File: src/rtl/uart_baud_ctrl_if.sv
// Config-side handshake between the CPU baud register and uart_baud_ctrl.
// The master drives write strobes; the slave returns ready and completion pulses.
interface uart_baud_ctrl_if;
  logic       cfg_wr_i;
  logic [1:0] cfg_baud_sel_i;
  logic       cfg_ready_o;
  logic       cfg_done_o;
  logic       cfg_err_o;

  modport master (
    output cfg_wr_i,
    output cfg_baud_sel_i,
    input  cfg_ready_o,
    input  cfg_done_o,
    input  cfg_err_o
  );

  modport slave (
    input  cfg_wr_i,
    input  cfg_baud_sel_i,
    output cfg_ready_o,
    output cfg_done_o,
    output cfg_err_o
  );
endinterface

File: src/rtl/uart_baud_ctrl.sv
// Sequences run-time baud-rate changes: holds the link, drains tx/rx, switches the
// x16 generator select with a one-cycle counter reset, then waits for the new tick to settle.
module uart_baud_ctrl #(
  parameter logic [1:0]  ResetBaudSel = 2'b11,
  parameter int unsigned SettleTicks  = 16,
  parameter int unsigned TimeoutTicks = 320
) (
  input  logic            clk_i,
  input  logic            rst_i,
  uart_baud_ctrl_if.slave cfg,
  input  logic            tx_busy_i,
  input  logic            rx_busy_i,
  input  logic            baudx16_tick_i,
  output logic [1:0]      baud_sel_o,
  output logic            gen_rst_o,
  output logic            link_hold_o
);

  localparam int unsigned MaxTicks = (TimeoutTicks > SettleTicks) ? TimeoutTicks : SettleTicks;
  localparam int unsigned CntW     = $clog2(MaxTicks + 1);
  localparam logic [CntW-1:0] TimeoutCnt = CntW'(TimeoutTicks);
  localparam logic [CntW-1:0] SettleCnt  = CntW'(SettleTicks);

  typedef enum logic [1:0] {StIdle, StDrain, StApply, StSettle} state_e;

  state_e          state_q, state_d;
  logic [1:0]      pend_q, pend_d, pend_nxt;
  logic [CntW-1:0] cnt_q, cnt_d, cnt_step;
  logic [1:0]      sel_q, sel_d;
  logic            gen_rst_q, gen_rst_d;
  logic            hold_q, hold_d;
  logic            ready_q, ready_d;
  logic            done_q, done_d;
  logic            err_q, err_d;

  always_comb begin
    state_d   = state_q;
    pend_d    = pend_q;
    cnt_d     = cnt_q;
    sel_d     = sel_q;
    gen_rst_d = 1'b0;
    done_d    = 1'b0;
    err_d     = 1'b0;
    pend_nxt  = cfg.cfg_wr_i ? cfg.cfg_baud_sel_i : pend_q;
    // Saturating count of ticks seen this cycle; never wraps.
    cnt_step  = (baudx16_tick_i && (cnt_q != '1)) ? cnt_q + 1'b1 : cnt_q;

    case (state_q)
      StIdle: begin
        if (cfg.cfg_wr_i) begin
          if (cfg.cfg_baud_sel_i == sel_q) begin
            done_d = 1'b1;
          end else begin
            pend_d  = cfg.cfg_baud_sel_i;
            cnt_d   = '0;
            state_d = StDrain;
          end
        end
      end
      StDrain: begin
        pend_d = pend_nxt;
        cnt_d  = cnt_step;
        if (!tx_busy_i && !rx_busy_i) begin
          // A write landing on the exit cycle still wins.
          state_d   = StApply;
          sel_d     = pend_nxt;
          gen_rst_d = 1'b1;
        end else if (cnt_step >= TimeoutCnt) begin
          state_d = StIdle;
          err_d   = 1'b1;
        end
      end
      StApply: begin
        state_d = StSettle;
        cnt_d   = '0;
      end
      StSettle: begin
        cnt_d = cnt_step;
        if (cnt_step >= SettleCnt) begin
          state_d = StIdle;
          done_d  = 1'b1;
        end
      end
      default: state_d = StIdle;
    endcase

    hold_d  = (state_d != StIdle);
    ready_d = (state_d == StIdle) || (state_d == StDrain);
  end

  always_ff @(posedge clk_i) begin
    if (rst_i) begin
      state_q   <= StIdle;
      pend_q    <= '0;
      cnt_q     <= '0;
      sel_q     <= ResetBaudSel;
      gen_rst_q <= 1'b0;
      hold_q    <= 1'b0;
      ready_q   <= 1'b1;
      done_q    <= 1'b0;
      err_q     <= 1'b0;
    end else begin
      state_q   <= state_d;
      pend_q    <= pend_d;
      cnt_q     <= cnt_d;
      sel_q     <= sel_d;
      gen_rst_q <= gen_rst_d;
      hold_q    <= hold_d;
      ready_q   <= ready_d;
      done_q    <= done_d;
      err_q     <= err_d;
    end
  end

  assign baud_sel_o      = sel_q;
  assign gen_rst_o       = gen_rst_q;
  assign link_hold_o     = hold_q;
  assign cfg.cfg_ready_o = ready_q;
  assign cfg.cfg_done_o  = done_q;
  assign cfg.cfg_err_o   = err_q;

endmodule
File: src/flat_wrapper.sv
// flat-port wrapper written by rule: the top's interface ports become plain ports
module uart_baud_ctrl_flat 
#(
  parameter logic [1:0]  ResetBaudSel = 2'b11,
  parameter int unsigned SettleTicks  = 16,
  parameter int unsigned TimeoutTicks = 320
)
  (clk_i, rst_i, tx_busy_i, rx_busy_i, baudx16_tick_i, baud_sel_o, gen_rst_o, link_hold_o, cfg_cfg_wr_i, cfg_cfg_baud_sel_i, cfg_cfg_ready_o, cfg_cfg_done_o, cfg_cfg_err_o);
  uart_baud_ctrl_if cfg_i ();
  input  logic clk_i;
  input  logic rst_i;
  input  logic tx_busy_i;
  input  logic rx_busy_i;
  input  logic baudx16_tick_i;
  output logic [1:0] baud_sel_o;
  output logic gen_rst_o;
  output logic link_hold_o;
  input wire logic [$bits(cfg_i.cfg_wr_i)-1:0] cfg_cfg_wr_i;
  input wire logic [$bits(cfg_i.cfg_baud_sel_i)-1:0] cfg_cfg_baud_sel_i;
  output wire logic [$bits(cfg_i.cfg_ready_o)-1:0] cfg_cfg_ready_o;
  output wire logic [$bits(cfg_i.cfg_done_o)-1:0] cfg_cfg_done_o;
  output wire logic [$bits(cfg_i.cfg_err_o)-1:0] cfg_cfg_err_o;
  assign cfg_i.cfg_wr_i = cfg_cfg_wr_i;
  assign cfg_i.cfg_baud_sel_i = cfg_cfg_baud_sel_i;
  assign cfg_cfg_ready_o = cfg_i.cfg_ready_o;
  assign cfg_cfg_done_o = cfg_i.cfg_done_o;
  assign cfg_cfg_err_o = cfg_i.cfg_err_o;
  uart_baud_ctrl #(.ResetBaudSel(ResetBaudSel), .SettleTicks(SettleTicks), .TimeoutTicks(TimeoutTicks)) u_core (.clk_i(clk_i), .rst_i(rst_i), .cfg(cfg_i), .tx_busy_i(tx_busy_i), .rx_busy_i(rx_busy_i), .baudx16_tick_i(baudx16_tick_i), .baud_sel_o(baud_sel_o), .gen_rst_o(gen_rst_o), .link_hold_o(link_hold_o));
endmodule
File: config.mk
export PLATFORM = sky130hd
export DESIGN_NAME = uart_baud_ctrl_flat
export DESIGN_NICKNAME = d
export VERILOG_FILES = /design/src/rtl/uart_baud_ctrl_if.sv /design/src/rtl/uart_baud_ctrl.sv /design/src/flat_wrapper.sv
export SDC_FILE = /design/constraint.sdc
export NUM_CORES = 1
export LEC_CHECK = 0
export CORE_MARGIN = 10
export CORE_UTILIZATION = 40
export CTS_CLUSTER_DIAMETER = 40
export CTS_CLUSTER_SIZE = 14
export DETAILED_ROUTE_END_ITERATION = 8
export SLEW_MARGIN = 20
export SYNTH_ARGS = -nofsm -noshare
export SYNTH_HDL_FRONTEND = slang
export SYNTH_SLANG_ARGS = --single-unit
File: constraint.sdc
create_clock -name clk_i -period 3.6 [get_ports clk_i]
set_clock_uncertainty 0.1 [all_clocks]
set_input_delay 0.72 -clock clk_i [delete_from_list [all_inputs] [get_ports clk_i]]
set_output_delay 0.72 -clock clk_i [all_outputs]
set_load 0.1 [all_outputs]
# After elaboration in Yosys (flattened, before gate mapping)
# Cells that the tools add are included.
[totals] word_cells=56 mem_count=0 latchBits=0 out_inout_bits=7 inputBits=8 mem_bits_ro=0 mem_bits_rw=0 regBits=20
[op_classes] mux=20 n_bitwise=1 n_div=0 n_addsub=1 mul=0 n_shift=0 eq_ne=8 order_cmp=2 n_reduce_logical=15
[op_table] cell="two-way mux 9 bit" n=3
[op_table] cell="case mux 9 bit (3 select lines)" n=1
[op_table] cell="two-way mux 2 bit" n=8
[op_table] cell="adder 9 x 1 -> 9 bit, second input constant" n=1
[op_table] cell=">= comparator 9 x 5 -> 1 bit, second input constant" n=1
[op_table] cell=">= comparator 9 bit, second input constant" n=1
[op_table] cell="!= test 9 bit, second input constant" n=1
[op_table] cell="case mux 2 bit (4 select lines)" n=1
[op_table] cell="two-way mux 1 bit" n=5
[op_table] cell="== test 2 x 1 -> 1 bit, second input constant" n=2
[op_table] cell="== test 2 bit, second input constant" n=2
[op_table] cell="logical NOT 2 bit" n=2
[op_table] cell="!= test 2 bit, second input constant" n=2
[op_table] cell="case mux 2 bit (2 select lines)" n=1
[op_table] cell="AND reduction 2 bit" n=2
[op_table] cell="nonzero test 2 bit" n=2
[op_table] cell="OR reduction 2 bit" n=2
[op_table] cell="AND reduction 3 bit" n=1
[op_table] cell="OR reduction 3 bit" n=1
[op_table] cell="== test 2 bit" n=1
[op_table] cell="logical AND 1 bit" n=2
[op_table] cell="logical NOT 1 bit" n=2
[op_table] cell="case mux 1 bit (2 select lines)" n=1
[op_table] cell="logical OR 1 bit" n=1
[op_table] cell="inverter 1 bit" n=1

# Longest topological paths before layout
# Gate-level depths: netlist (run 1).
[logic_depth] ltp_word=9 mapped_depth=11 ltp_nobuf=10

# Worst setup path before layout (run 1)
# Ideal clock, no wire load.
[synth_timing] path_type="reg-to-reg" start="register u_core.cnt_q[0]" end="register u_core.ready_q, in the netlist u_core.cfg.cfg_ready_o" period_less_slack_ps=2549 setup_slack_ps=1051 t_arrival_ps=2329 path_buffers=1 stages_incl_launch_ff=12 t_required_ps=3380 setup_time_ps=120 path_cell_list="dfxtp_1 -> ha_1 -> and4_2 -> and4_2 -> ha_1 -> and2b_1 -> buf_6 -> nand3_4 -> o32ai_1 -> a31oi_1 -> a2bb2oi_2 -> or2_1"
[synth_via] elab_chain_len=9 elab_cells_between_ends=13 classes_between="add/sub: 1; order compare: 2; eq/ne: 2; mux: 5; reduce/logical: 3"
[synth_rtl] element="from (decl)" line_no="uart_baud_ctrl.sv:28" text="logic [CntW-1:0] cnt_q, cnt_d, cnt_step;"
[synth_rtl] element="from (signal assigned)" line_no="uart_baud_ctrl.sv:105" text="cnt_q <= cnt_d;"
[synth_rtl] element="parallel branches: the longest is 2 deep, another holds adder 9 x 1 -> 9 bit"
[synth_rtl] element="two-way mux 9 bit *" line_no="uart_baud_ctrl.sv:46" text="cnt_step = (baudx16_tick_i && (cnt_q != '1)) ? cnt_q + 1'b1 : cnt_q;"
[synth_rtl] element=">= comparator 9 bit" line_no="uart_baud_ctrl.sv:68" text="end else if (cnt_step >= TimeoutCnt) begin"
[synth_rtl] element="two-way mux 2 bit" line_no="uart_baud_ctrl.sv:68"
[synth_rtl] element="two-way mux 2 bit" line_no="uart_baud_ctrl.sv:63" text="if (!tx_busy_i && !rx_busy_i) begin"
[synth_rtl] element="case mux 2 bit (4 select lines) *" line_no="uart_baud_ctrl.sv:48" text="case (state_q)"
[synth_rtl] element="== test 2 x 1 -> 1 bit / logical NOT 2 bit (equally long branches)" line_no="uart_baud_ctrl.sv:88" text="ready_d = (state_d == StIdle) || (state_d == StDrain);"
[synth_rtl] element="logical OR 1 bit *" line_no="uart_baud_ctrl.sv:88"
[synth_rtl] element="to (signal assigned)" line_no="uart_baud_ctrl.sv:109" text="ready_q <= ready_d;"
[synth_rtl] element="to (decl)" line_no="uart_baud_ctrl.sv:32" text="logic ready_q, ready_d;"
# Every way passes the cells marked *.
# A chain may end at the register's enable or synchronous reset.

# Final worst setup path (run 1)
# Ends and elaborated chain as after synthesis.

==> out/qor.yml, run 1 <==
hold_path:
  whs_endpoint: "u_core.pend_q[0]$_SDFFE_PP0P_"
  min-delay-start: "u_core.pend_q[0]$_SDFFE_PP0P_"
  holdCritPathClass: "flop to flop"
  worstHoldPathCells: 2
cts:
  clk_path_buf_depth: 2
  ctsHoldBuffers: 0
  cts_setup_buffers: 0
  root_buffer: "clkbuf_4"
  clk_transition_reported_paths_ns: 0.12
  htree_num_levels: 1
  cts_tree: "built"
  clock_sinks: 20
  cts_buffers: 3
  post_cts_resized: 0
  clock_latency_ns: 0.31
timing:
  slew_violations: 0
  rsz0062_at_grt: "no"
  setup_violations: 0
  hold_viol: 0
  relSlewSlack: 0.345
  fin_setup_tns_ns: 0
  fmax_mhz: 341
  period_share: 0.814
  min_period_ns: 2.93
  tightest_slew_ns: 0.979
layout:
  syn2layout_area_growth_pct: 13.5
  fillers: 310
  seqCellArea_um2: 400
  multi_input_comb_area_um2: 752
  nNetsFinal: 168
  antenna_cells: 0
  layout-drive-gt1-share: 0.105
  utilization: 0.466
global_route:
  grt_max_degree: 21
  use_met2: 0.161
  grt_pass1_wl_mm: 4.73
  grt_use_total: 0.105
  met3_usage: 0.0365
  antenna_found_initial: 0
  grtUsageMet1: 0.127
  grt_pass1_vias: 1065
  busiest_layer: "met2"
  grt-ovfl-total: 0
logic_synthesis:
  synth_area_um2: 1220
  async_flop_share: 0
  synthTopCellsByArea: "dfxtp_1, nor2_1, ha_1, a21oi_1, mux2i_1"
  synth.ff_latch_count: 20
  synthCells: 141
  yosys_warnings: 0
  avgSynthCellArea_um2: 8.68
  synth_most_common_cell: "nor2_1"
  synth.top_cell.area_share: 0.327
  synth_commonest_cells: "nor2_1, dfxtp_1, a21oi_1, o21ai_0, ha_1"
  synth_top_area_cell: "dfxtp_1"
  seq_area_frac_synth: 0.327
  synth_edf_count: 0
  synthFlopType: "dfxtp_1"
  syn-num-nets: 155
  synth_cell_types: 47
floorplanning:
  initial_core_util: 0.411
  coreArea_um2: 2980
  rows: 20
  die_w_um: 75.3
  io_pins: 15
  die_y_um: 75.3
  die_area_um2: 5670
setup_path:
  crit_type: "flop to flop"
  reg2reg_to: "u_core.cfg.cfg_ready_o$_SDFF_PP1_"
  critPathMaxStageDelay_ns: 0.40
  path_buf_inv: 0
  r2r_slack_ns: 0.67
  cpLargestDelayFamily: "simple AND/OR/NAND/NOR gates"
  slowest_stage: "and2b_1"
  worstReg2RegStart: "u_core.cnt_q[0]$_SDFFE_PP0P_"
  startpoint_type: "flop"
  cp_max_fo: 9
  path_cells: "ha_1 -> and4_2 -> and4_2 -> ha_1 -> and2b_1 -> nand3_1 -> a21oi_1 -> a31oi_1 -> a2bb2oi_2 -> or2_1"
  rr_worst_depth: 10
  critical_path_required_ns: 3.70
  cp.arrival_ns: 3.04
  cp-end-kind: "flop"
power_and_ir_drop:
  peakVddDrop_v: 0.000316
  leakage_nw: 0.504
  p_per_area_nw_per_um2: 447
routing:
  ant_nets: 0
  route.vias.total: 1071
  wl_per_cell_um: 15.0
  dr.pass1.iters: 4
  post-route-drc-count: 0
  first_iter_violations: 56
  via_per_inst: 5.76
  drt_wl_total_mm: 2.78
run_status:
  status: "finished clean"
placed_design:
  port_buffers: 14
  dp_hpwl_mm: 1.98
  gp_congestion: 0.803
run:
  cap_viol_max_count: 0
-- cell usage in the layout (no fill, tap or decap), drive strengths merged, types with 2 or more instances in the layout --
cell,Yosys,layout
inv,5,5
nor3,3,3
mux2i,5,5
or4,3,3
or3,3,3
nand3,4,4
xor2,2,2
o21ai,11,11
nand3b,3,3
o21bai,2,2
clkdlybuf4s50,0,14
and4,2,2
a31oi,2,2
a21oi,13,13
nand2,5,5
clkbuf,2,4
nor2,21,21
dfxtp,20,20
ha,6,6
a211o,2,2
o211ai,3,3
-- through the flow --
stage / cells / hold slack, ns / setup WS [ns] / cell area [µm²] / total power [mW]
after floorplan: 141 / 0.360 / 1.05 / 1220 / 0.446
after global placement: 182 / 0.376 / 0.840 / 1350 / 0.489
after detailed placement: 182 / 0.398 / 0.778 / 1350 / 0.489
after CTS: 186 / 0.428 / 0.708 / 1390 / 0.625
after global routing: 186 / 0.445 / 0.527 / 1390 / 0.665
final: 186 / 0.418 / 0.669 / 1390 / 0.620
-- tightest hold or removal path: stages (launching register included) --
cell and delay [ns]:
dfxtp_1 0.35, mux2i_1 0.06, nor2_1 0.08
-- layout make-up --
class                           instances  area share
Sequential cell                        20       0.288
Inverter                                5      0.0135
Timing Repair Buffer                   14       0.101
Multi-Input combinational cell        110       0.541
Clock buffer                            4      0.0261
Tap cell                               33      0.0297
-- routing by layer --
metal / up-vias / routed length (µm)
met3: 5 / 203
met4: 0 / 42
met1: 497 / 1310
met2: 28 / 1230
met5: - / 0
li1: 541 / -
-- registers in the layout, indices dropped and copies added, names as in the netlist --
name / cells
u_core.cnt_q: 9
u_core.cfg.cfg_err_o: 1
u_core.cfg.cfg_done_o: 1
u_core.link_hold_o: 1
u_core.baud_sel_o: 2
u_core.pend_q: 2
u_core.state_q: 2
u_core.cfg.cfg_ready_o: 1
u_core.gen_rst_o: 1
-- cell families after synthesis --
group                      count (synthesis)  share of synthesized area
and+or+nand+nor                           53                      0.246
AOI/OAI and AO/OA                         43                      0.244
DFF                                       20                      0.327
buffers and inverters                     11                     0.0583
adders and majority gates                  6                     0.0613
muxes                                      5                     0.0409
xor gates and xnor gates                   3                     0.0215
-- where the power goes --
group / leakage (nW) / total (mW) / switching (mW) / internal, mW
Combinational: 0.320 / 0.237 / 0.166 / 0.0708
Sequential: 0.162 / 0.249 / 0.0110 / 0.238
Clock: 0.0210 / 0.134 / 0.0723 / 0.0618
-- worst max path at each step --
stage / start / endpoint / slack, ns / depth (start not counted)
after floorplan: u_core.cnt_q[0]$_SDFFE_PP0P_ / u_core.cfg.cfg_ready_o$_SDFF_PP1_ / 1.05 / 11
after global placement: u_core.cnt_q[0]$_SDFFE_PP0P_ / u_core.link_hold_o$_SDFF_PP0_ / 0.84 / 10
after detailed placement: u_core.cnt_q[0]$_SDFFE_PP0P_ / u_core.cfg.cfg_ready_o$_SDFF_PP1_ / 0.78 / 10
after CTS: u_core.cnt_q[0]$_SDFFE_PP0P_ / u_core.cfg.cfg_ready_o$_SDFF_PP1_ / 0.71 / 10
after global routing: u_core.cnt_q[0]$_SDFFE_PP0P_ / u_core.link_hold_o$_SDFF_PP0_ / 0.53 / 10
final: u_core.cnt_q[0]$_SDFFE_PP0P_ / u_core.cfg.cfg_ready_o$_SDFF_PP1_ / 0.67 / 10
(Power assumes the default switching activity.)
==> inputs of run 2 (changes only) <==
==> constraint.sdc (replaced) <==
create_clock -name clk_i -period 2.9 [get_ports clk_i]
set_clock_uncertainty 0.1 [all_clocks]
set_input_delay 0.58 -clock clk_i [delete_from_list [all_inputs] [get_ports clk_i]]
set_output_delay 0.58 -clock clk_i [all_outputs]
set_load 0.1 [all_outputs]
==> run 2 against run 1 <==
Clock power increased by 25%; hold slack improved by 0.0031 ns; via count unchanged.
==> out/qor.yml, run 2 (synthesized netlist as in run 1, its figures left out) <==
run_status:
  status: "finished clean"
power_and_ir_drop:
  p_switching_uw: 309
  power_frac_clock: 0.217
  leakage_nw: 0.521
  totalPowerFinal_uw: 772
  seqPwrFrac: 0.399
  p_int_uw: 463
  swShare: 0.400
  p_per_area_nw_per_um2: 555
  peakVddDrop_v: 0.000369
  power_frac_comb: 0.384
timing:
  rsz0062_at_grt: "no"
  min_period_ns: 2.71
  setup_violations: 0
  fin_setup_tns_ns: 0
  slew_violations: 0
  relSlewSlack: 0.522
  timing.hold.ws_ns: 0.421
  tightest_slew_ns: 0.715
  setup_slack_ns: 0.187
  period_share: 0.935
  fmax_mhz: 369
  hold_viol: 0
setup_path:
  critical_path_required_ns: 3.00
  reg2reg_to: "u_core.cfg.cfg_ready_o$_SDFF_PP1_"
  worstReg2RegStart: "u_core.cnt_q[0]$_SDFFE_PP0P_"
  rr_worst_depth: 10
  cp-end-kind: "flop"
  r2r_slack_ns: 0.19
  cp.arrival_ns: 2.81
  crit_type: "flop to flop"
  cp_max_fo: 5
  startpoint_type: "flop"
placed_design:
  placed_cell_area_um2: 1350
  place_inst: 184
  dp_hpwl_mm: 2.01
  preCtsSetupSlack_ns: 0.197
  port_buffers: 14
  gp_congestion: 0.836
layout:
  nNetsFinal: 170
  largest_reg_flops: 9
  regMostFlops: "u_core.cnt_q"
  fillers: 295
  layout-drive-gt1-share: 0.174
  final_area_um2: 1390
  syn2layout_area_growth_pct: 13.7
  instances_no_fill: 188
  utilization: 0.467
  final_common_cell: "nor2_1"
  layout_common_cells: "nor2_1, dfxtp_1, a21oi_1"
  antenna_cells: 0
floorplanning:
  die_y_um: 75.3
  coreArea_um2: 2980
  rows: 20
  initial_core_util: 0.411
  die_area_um2: 5670
  die_w_um: 75.3
  io_pins: 15
routing:
  first_iter_violations: 124
  via_per_inst: 5.70
  drt_wl_total_mm: 2.67
  ant_nets: 0
  top_layer_used: "met4"
  dr.pass1.iters: 4
  route.vias.total: 1071
  wl_met3_um: 174
  wl_met1_mm: 1.32
  wl_per_cell_um: 14.2
  met2_length_mm: 1.16
  post-route-drc-count: 0
cts:
  clock_sinks: 20
  clk_transition_reported_paths_ns: 0.12
  clk_path_buf_depth: 2
  cts_setup_buffers: 0
  cts_tree: "built"
  clock_latency_ns: 0.30
  cts_buffers: 3
  root_buffer: "clkbuf_4"
  ctsHoldBuffers: 0
  htree_num_levels: 1
  post_cts_resized: 0
hold_path:
  whs_endpoint: "u_core.pend_q[0]$_SDFFE_PP0P_"
  min-delay-start: "u_core.pend_q[0]$_SDFFE_PP0P_"
  worstHoldPathCells: 2
  holdCritPathClass: "flop to flop"
global_route:
  grt-ovfl-total: 0
  antenna_found_initial: 0
  grt_max_degree: 21
  grt_use_total: 0.0991
  grt_pass1_vias: 1034
  grt_pass1_wl_mm: 4.54
run:
  cap_viol_max_count: 0
run 2: cell types whose count changed in the layout (fill, tap and decap cells not counted):
cell	before	now
buf_4	0	9
a21oi_2	0	1
and2b_2	0	1
a21oi_1	13	12
clkdlybuf4s50_1	14	7
and2b_1	1	0
run 2: worst max path at each step:
stage / slack [ns] / end / from / cells after the start
2_1_floorplan: 0.35 / u_core.cfg.cfg_ready_o$_SDFF_PP1_ / u_core.cnt_q[0]$_SDFFE_PP0P_ / 11
3_3_place_gp: 0.26 / u_core.link_hold_o$_SDFF_PP0_ / u_core.cnt_q[0]$_SDFFE_PP0P_ / 10
3_5_place_dp: 0.20 / u_core.cfg.cfg_ready_o$_SDFF_PP1_ / u_core.cnt_q[0]$_SDFFE_PP0P_ / 10
4_1_cts: 0.17 / u_core.cfg.cfg_ready_o$_SDFF_PP1_ / u_core.cnt_q[0]$_SDFFE_PP0P_ / 10
5_1_grt: 0.03 / u_core.link_hold_o$_SDFF_PP0_ / u_core.cnt_q[0]$_SDFFE_PP0P_ / 10
6_report: 0.19 / u_core.cfg.cfg_ready_o$_SDFF_PP1_ / u_core.cnt_q[0]$_SDFFE_PP0P_ / 10
run 2: final cells by class:
class	instances	area, µm²	share of cell area
tap	33	41.3	0.0297
sequential	20	400	0.288
inverter	5	18.8	0.0135
multi-input combinational	110	757	0.544
timing repair buffer	16	138	0.0989
clock buffer	4	36.3	0.0261
run 2: power groups by stage:
stage	Clock [mW]	Combinational [mW]	Sequential, mW
3_3_place_gp	0	0.296	0.314
5_1_grt	0.186	0.323	0.311
2_1_floorplan	0	0.169	0.384
4_1_cts	0.171	0.296	0.308
6_report	0.168	0.296	0.308
3_5_place_dp	0	0.295	0.315
run 2: routing by layer:
layer	GRT usage	vias up
met1	0.129	501
met4	0.0289	0
met5	0	-
li1	-	541
met3	0.0352	2
met2	0.150	27
run 2: critical path, cell delays in order (launching register included):
cell	delay, ns
dfxtp_1	0.36
ha_1	0.24
and4_2	0.30
and4_2	0.24
ha_1	0.20
and2b_2	0.27
nand3_4	0.10
o32ai_1	0.29
a31oi_1	0.09
a2bb2oi_2	0.19
or2_1	0.22
==> inputs of run 3 (changes only) <==
--- a/config.mk
+++ b/config.mk
@@ -5,8 +5,10 @@
 export SDC_FILE = /design/constraint.sdc
 export NUM_CORES = 1
 export LEC_CHECK = 0
-export CORE_MARGIN = 10
+export ABC_CLOCK_PERIOD_IN_PS = 2900
+export CORE_MARGIN = 4
 export CORE_UTILIZATION = 40
+export CTS_BUF_LIST = sky130_fd_sc_hd__clkbuf_4
 export CTS_CLUSTER_DIAMETER = 40
 export CTS_CLUSTER_SIZE = 14
 export DETAILED_ROUTE_END_ITERATION = 8
==> run 3 against run 2 <==
Global-route usage grew 4.1 points; worst setup slack lost 0.0090 ns; sequential share of layout area grew 0.26 points; critical path type unchanged.
==> out/qor.yml, run 3 (synthesized netlist as in run 1, its figures left out) <==
floorplanning:
  die_area_um2: 4010
  die_w_um: 63.3
  die_y_um: 63.3
  initial_core_util: 0.433
  io_pins: 15
  coreArea_um2: 2830
  rows: 19
layout:
  multi_input_comb_area_um2: 753
  antenna_cells: 0
  syn2layout_area_growth_pct: 12.7
  final_common_cell: "nor2_1"
  instances_no_fill: 186
  utilization: 0.487
  largest_reg_flops: 9
  nNetsFinal: 171
  seqCellArea_um2: 400
  layout_common_cells: "nor2_1, dfxtp_1, a21oi_1"
  layout-drive-gt1-share: 0.168
  fillers: 288
  regMostFlops: "u_core.cnt_q"
routing:
  post-route-drc-count: 0
  route.vias.total: 1048
  wl_per_cell_um: 14.8
  dr.pass1.iters: 4
  first_iter_violations: 17
  drt_wl_total_mm: 2.75
  via_per_inst: 5.63
  ant_nets: 0
cts:
  cts_tree: "built"
  htree_num_levels: 1
  clock_sinks: 20
  clock_latency_ns: 0.30
  clk_path_buf_depth: 2
  cts_setup_buffers: 0
  root_buffer: "clkbuf_4"
  clk_transition_reported_paths_ns: 0.10
  cts_buffers: 3
setup_path:
  worstReg2RegStart: "u_core.cnt_q[0]$_SDFFE_PP0P_"
  endpoint: "u_core.cfg.cfg_ready_o$_SDFF_PP1_"
  cp_max_fo: 5
  critPathMaxStageDelay_ns: 0.35
  slowest_stage: "dfxtp_1"
  startpoint: "u_core.cnt_q[0]$_SDFFE_PP0P_"
  reg2reg_to: "u_core.cfg.cfg_ready_o$_SDFF_PP1_"
  cpLargestDelayFamily: "simple AND/OR/NAND/NOR gates"
  cp-end-kind: "flop"
  rr_worst_depth: 10
  crit_type: "flop to flop"
  cp.arrival_ns: 2.82
  critical_path_required_ns: 2.99
  r2r_slack_ns: 0.18
  path_depth: 10
  startpoint_type: "flop"
  path_buf_inv: 0
  path_cells: "ha_1 -> and4_2 -> and4_2 -> ha_1 -> and2b_2 -> nand3_1 -> a21oi_1 -> a31oi_1 -> a2bb2oi_2 -> or2_1"
timing:
  relSlewSlack: 0.507
  hold_viol: 0
  tightest_slew_ns: 0.737
  fmax_mhz: 367
  slew_violations: 0
  period_share: 0.939
  min_period_ns: 2.72
  fin_setup_tns_ns: 0
  setup_slack_ns: 0.178
  setup_violations: 0
  rsz0062_at_grt: "no"
run_status:
  status: "finished clean"
run:
  cap_viol_max_count: 0
placed_design:
  preCtsSetupSlack_ns: 0.171
  port_buffers: 14
  dp_hpwl_mm: 2.08
  place_inst: 183
  gp_congestion: 0.757
global_route:
  grt_use_total: 0.140
  grt_pass1_wl_mm: 4.49
  grt_max_degree: 21
  grt-ovfl-total: 0
  grt_pass1_vias: 989
  antenna_found_initial: 0
hold_path:
  holdCritPathClass: "flop to flop"
  worstHoldPathCells: 2
power_and_ir_drop:
  leakage_nw: 0.517
  p_per_area_nw_per_um2: 533
  peakVddDrop_v: 0.000321
run 3: final cells by class:
class,instances,share of cell area
sequential,20,0.290
tap,31,0.0281
timing repair buffer,17,0.105
inverter,5,0.0136
multi-input combinational,110,0.546
clock buffer,3,0.0163
run 3: routing by layer:
metal	vias up	share of wire	global-route usage
met4	0	0.0094	0.0404
li1	546	-	-
met5	-	0	0
met2	9	0.46	0.232
met1	489	0.50	0.176
met3	4	0.025	0.0409
run 3: worst min-delay path by stage:
stage                                             start                             to
after floorplan           u_core.pend_q[0]$_SDFFE_PP0P_  u_core.pend_q[0]$_SDFFE_PP0P_
after global placement    u_core.pend_q[1]$_SDFFE_PP0P_  u_core.pend_q[1]$_SDFFE_PP0P_
after detailed placement  u_core.pend_q[1]$_SDFFE_PP0P_  u_core.pend_q[1]$_SDFFE_PP0P_
after CTS                 u_core.pend_q[1]$_SDFFE_PP0P_  u_core.pend_q[1]$_SDFFE_PP0P_
after global routing      u_core.pend_q[1]$_SDFFE_PP0P_  u_core.pend_q[1]$_SDFFE_PP0P_
final                     u_core.pend_q[1]$_SDFFE_PP0P_  u_core.pend_q[1]$_SDFFE_PP0P_
run 3: per-stage QoR:
stage,instance area [µm²],hold slack [ns],power (mW)
after floorplan,1220,0.360,0.553
final,1380,0.412,0.736
after global routing,1380,0.440,0.787
after detailed placement,1360,0.385,0.613
after CTS,1380,0.415,0.744
after global placement,1360,0.371,0.608
run 3: report_power, final:
group	internal, mW	switching (mW)	total [mW]	leakage, nW
Clock	0.0484	0.0798	0.128	0.0138
Sequential	0.295	0.0138	0.309	0.162
Combinational	0.0913	0.207	0.298	0.341
Total	0.435	0.301	0.736	0.517
run 3: worst reg2reg max path: cells and delay by family, from the launching register on:
family	cells	cell delay, ns
DFF	1	0.35
and+or+nand+nor	5	1.15
adders and majority gates	2	0.44
AOI/OAI and AO/OA	3	0.58
run 3: timing repair:
action / in CTS / in global routing
setup endpoints to repair: 0 / 3
hold buffers: 0 / 0
resized for setup: 0 / 1
==> variant, RTL diff (flow settings as in run 1) <==
Encoding of `state_e`: now one-hot (4 bits for 4 states).
--- a/src/rtl/uart_baud_ctrl.sv
+++ b/src/rtl/uart_baud_ctrl.sv
@@ -21,7 +21,7 @@
   localparam logic [CntW-1:0] TimeoutCnt = CntW'(TimeoutTicks);
   localparam logic [CntW-1:0] SettleCnt  = CntW'(SettleTicks);
 
-  typedef enum logic [1:0] {StIdle, StDrain, StApply, StSettle} state_e;
+  typedef enum logic [3:0] {StIdle = 4'b0001, StDrain = 4'b0010, StApply = 4'b0100, StSettle = 4'b1000} state_e;
 
   state_e          state_q, state_d;
   logic [1:0]      pend_q, pend_d, pend_nxt;
Behaviour: no difference found for any inputs over 10 cycles, from zero or initial values and one cycle with rst_i high; not proved beyond that.
==> variant against run 1 <==
Routed wire length fell by 6.5%. Design area fell by 2.1%. Sequential cell count rose by 2. Non-clock buffer count did not move. Area after synthesis fell by 2.5%. Worst setup slack improved by 0.25 ns. First-iteration DRC count rose by 23%. Die area fell by 1.8%. Utilization rose by 1.8 points. Critical endpoint is now baud_sel_o[0].
Power is not compared: it rests on default switching activity, and its combinational part moved more than twofold at a synthesized area within 25%.
==> variant: results (changes against run 1) <==
run_status:
  status: "finished, final reports clean"
placed_design:
  dpl.cell_count: 174  # -4.4%
  gp_congestion: 0.773  # -3.7%
worst_setup_path:
  r2r_end: "u_core.link_hold_o"
  critPathLaunch: "u_core.baud_sel_o[0]"
  worstReg2RegStart: "u_core.cnt_q[2]"
  slowest_stage: "clkdlybuf4s50_1"
  worstRegToRegCells: 9  # -1
  worstPathMaxFanout: 3  # -6
  cp_slowest_stage_delay_ns: 1.15  # +0.75 ns
  arrival_ns: 1.86  # -1.18 ns
  critical_path.top_delay_family: "buffers and inverters"
synthesis:
  synth.avg_cell_area_um2: 8.71  # +0.39%
  ys_seq_area_share_pct: 36.9  # +4.2 points
  yosysUniqueCellTypes: 43  # -8.5%
  syn-num-nets: 147  # -5.2%
  synth_common_cells: "dfxtp_1 (22), nor2_1 (15), a21oi_1 (9), nand2_1 (9), o21ai_1 (8)"
routing:
  viasPerCell: 5.73  # -0.48%
  drt-total-wl_mm: 2.60  # -6.5%
  drt_iter0_drc: 69  # +23%
cells_and_area:
  n_antenna_cell: 0  # unchanged
  fin_nets: 158  # -6.0%
  layout-drive-gt1-share_pct: 9.52  # -0.93 points
  multi_input_area_um2: 704  # -6.3%
global_routing:
  grt_max_degree: 24  # +14%
  grt_pass1_wl_mm: 4.62  # -2.2%
timing:
  worst_pin_slew_ns: 0.969  # -0.0101 ns
pwr:
  p_leak_uw: 0.000480
-- variant: per-stage QoR --
step	hold WS, ns	setup slack (ns)
5_1_grt	0.430	0.814
2_1_floorplan	0.343	1.39
4_1_cts	0.384	0.896
3_3_place_gp	0.359	1.06
6_report	0.381	0.919
3_5_place_dp	0.366	0.997
-- variant: layer usage --
layer	up-vias	share of wire (%)	global-route usage [%]
li1	528	-	-
met5	-	0	0
met1	477	51	13.6
met3	2	3.6	2.23
met2	13	45	15.9
met4	0	0.61	3.78
-- variant: logic make-up after synthesis --
group | synth area share, %
AO/OA/AOI/OAI | 23.3
XOR/XNOR | 4.40
adder cells (fa/ha/maj) | 2.10
buffers and inverters | 4.09
flip-flops | 36.9
multiplexers | 2.62
AND/OR/NAND/NOR | 26.6
-- variant: layout make-up --
type / instances / share of cell area (%)
multi-input cells: 107 / 51.8
clock buffers: 4 / 2.67
repair buffers: 14 / 10.3
well taps: 31 / 2.85
flip-flops and latches: 22 / 32.4
-- variant: tightest hold or removal path, stage by stage, from the launching register on --
cell     delay [ns]
dfxtp_1        0.33
nand3_1        0.06
a21oi_1        0.05
-- variant: worst min-delay path by stage --
stage                           from          endpoint  slack (ns)
finish              u_core.pend_q[1]  u_core.pend_q[1]        0.38
floorplan           u_core.pend_q[0]  u_core.pend_q[0]        0.34
global route        u_core.pend_q[1]  u_core.pend_q[1]        0.43
global placement    u_core.pend_q[1]  u_core.pend_q[1]        0.36
CTS                 u_core.pend_q[1]  u_core.pend_q[1]        0.38
detailed placement  u_core.pend_q[1]  u_core.pend_q[1]        0.37
-- variant: power breakdown --
part,switching [uW],internal [uW],total (uW),leakage (uW)
clock,76.4,61.7,138,0.0000210
sequential,5.73,248,254,0.000178
combinational,34.0,20.5,54.5,0.000280
total,116,331,447,0.000480
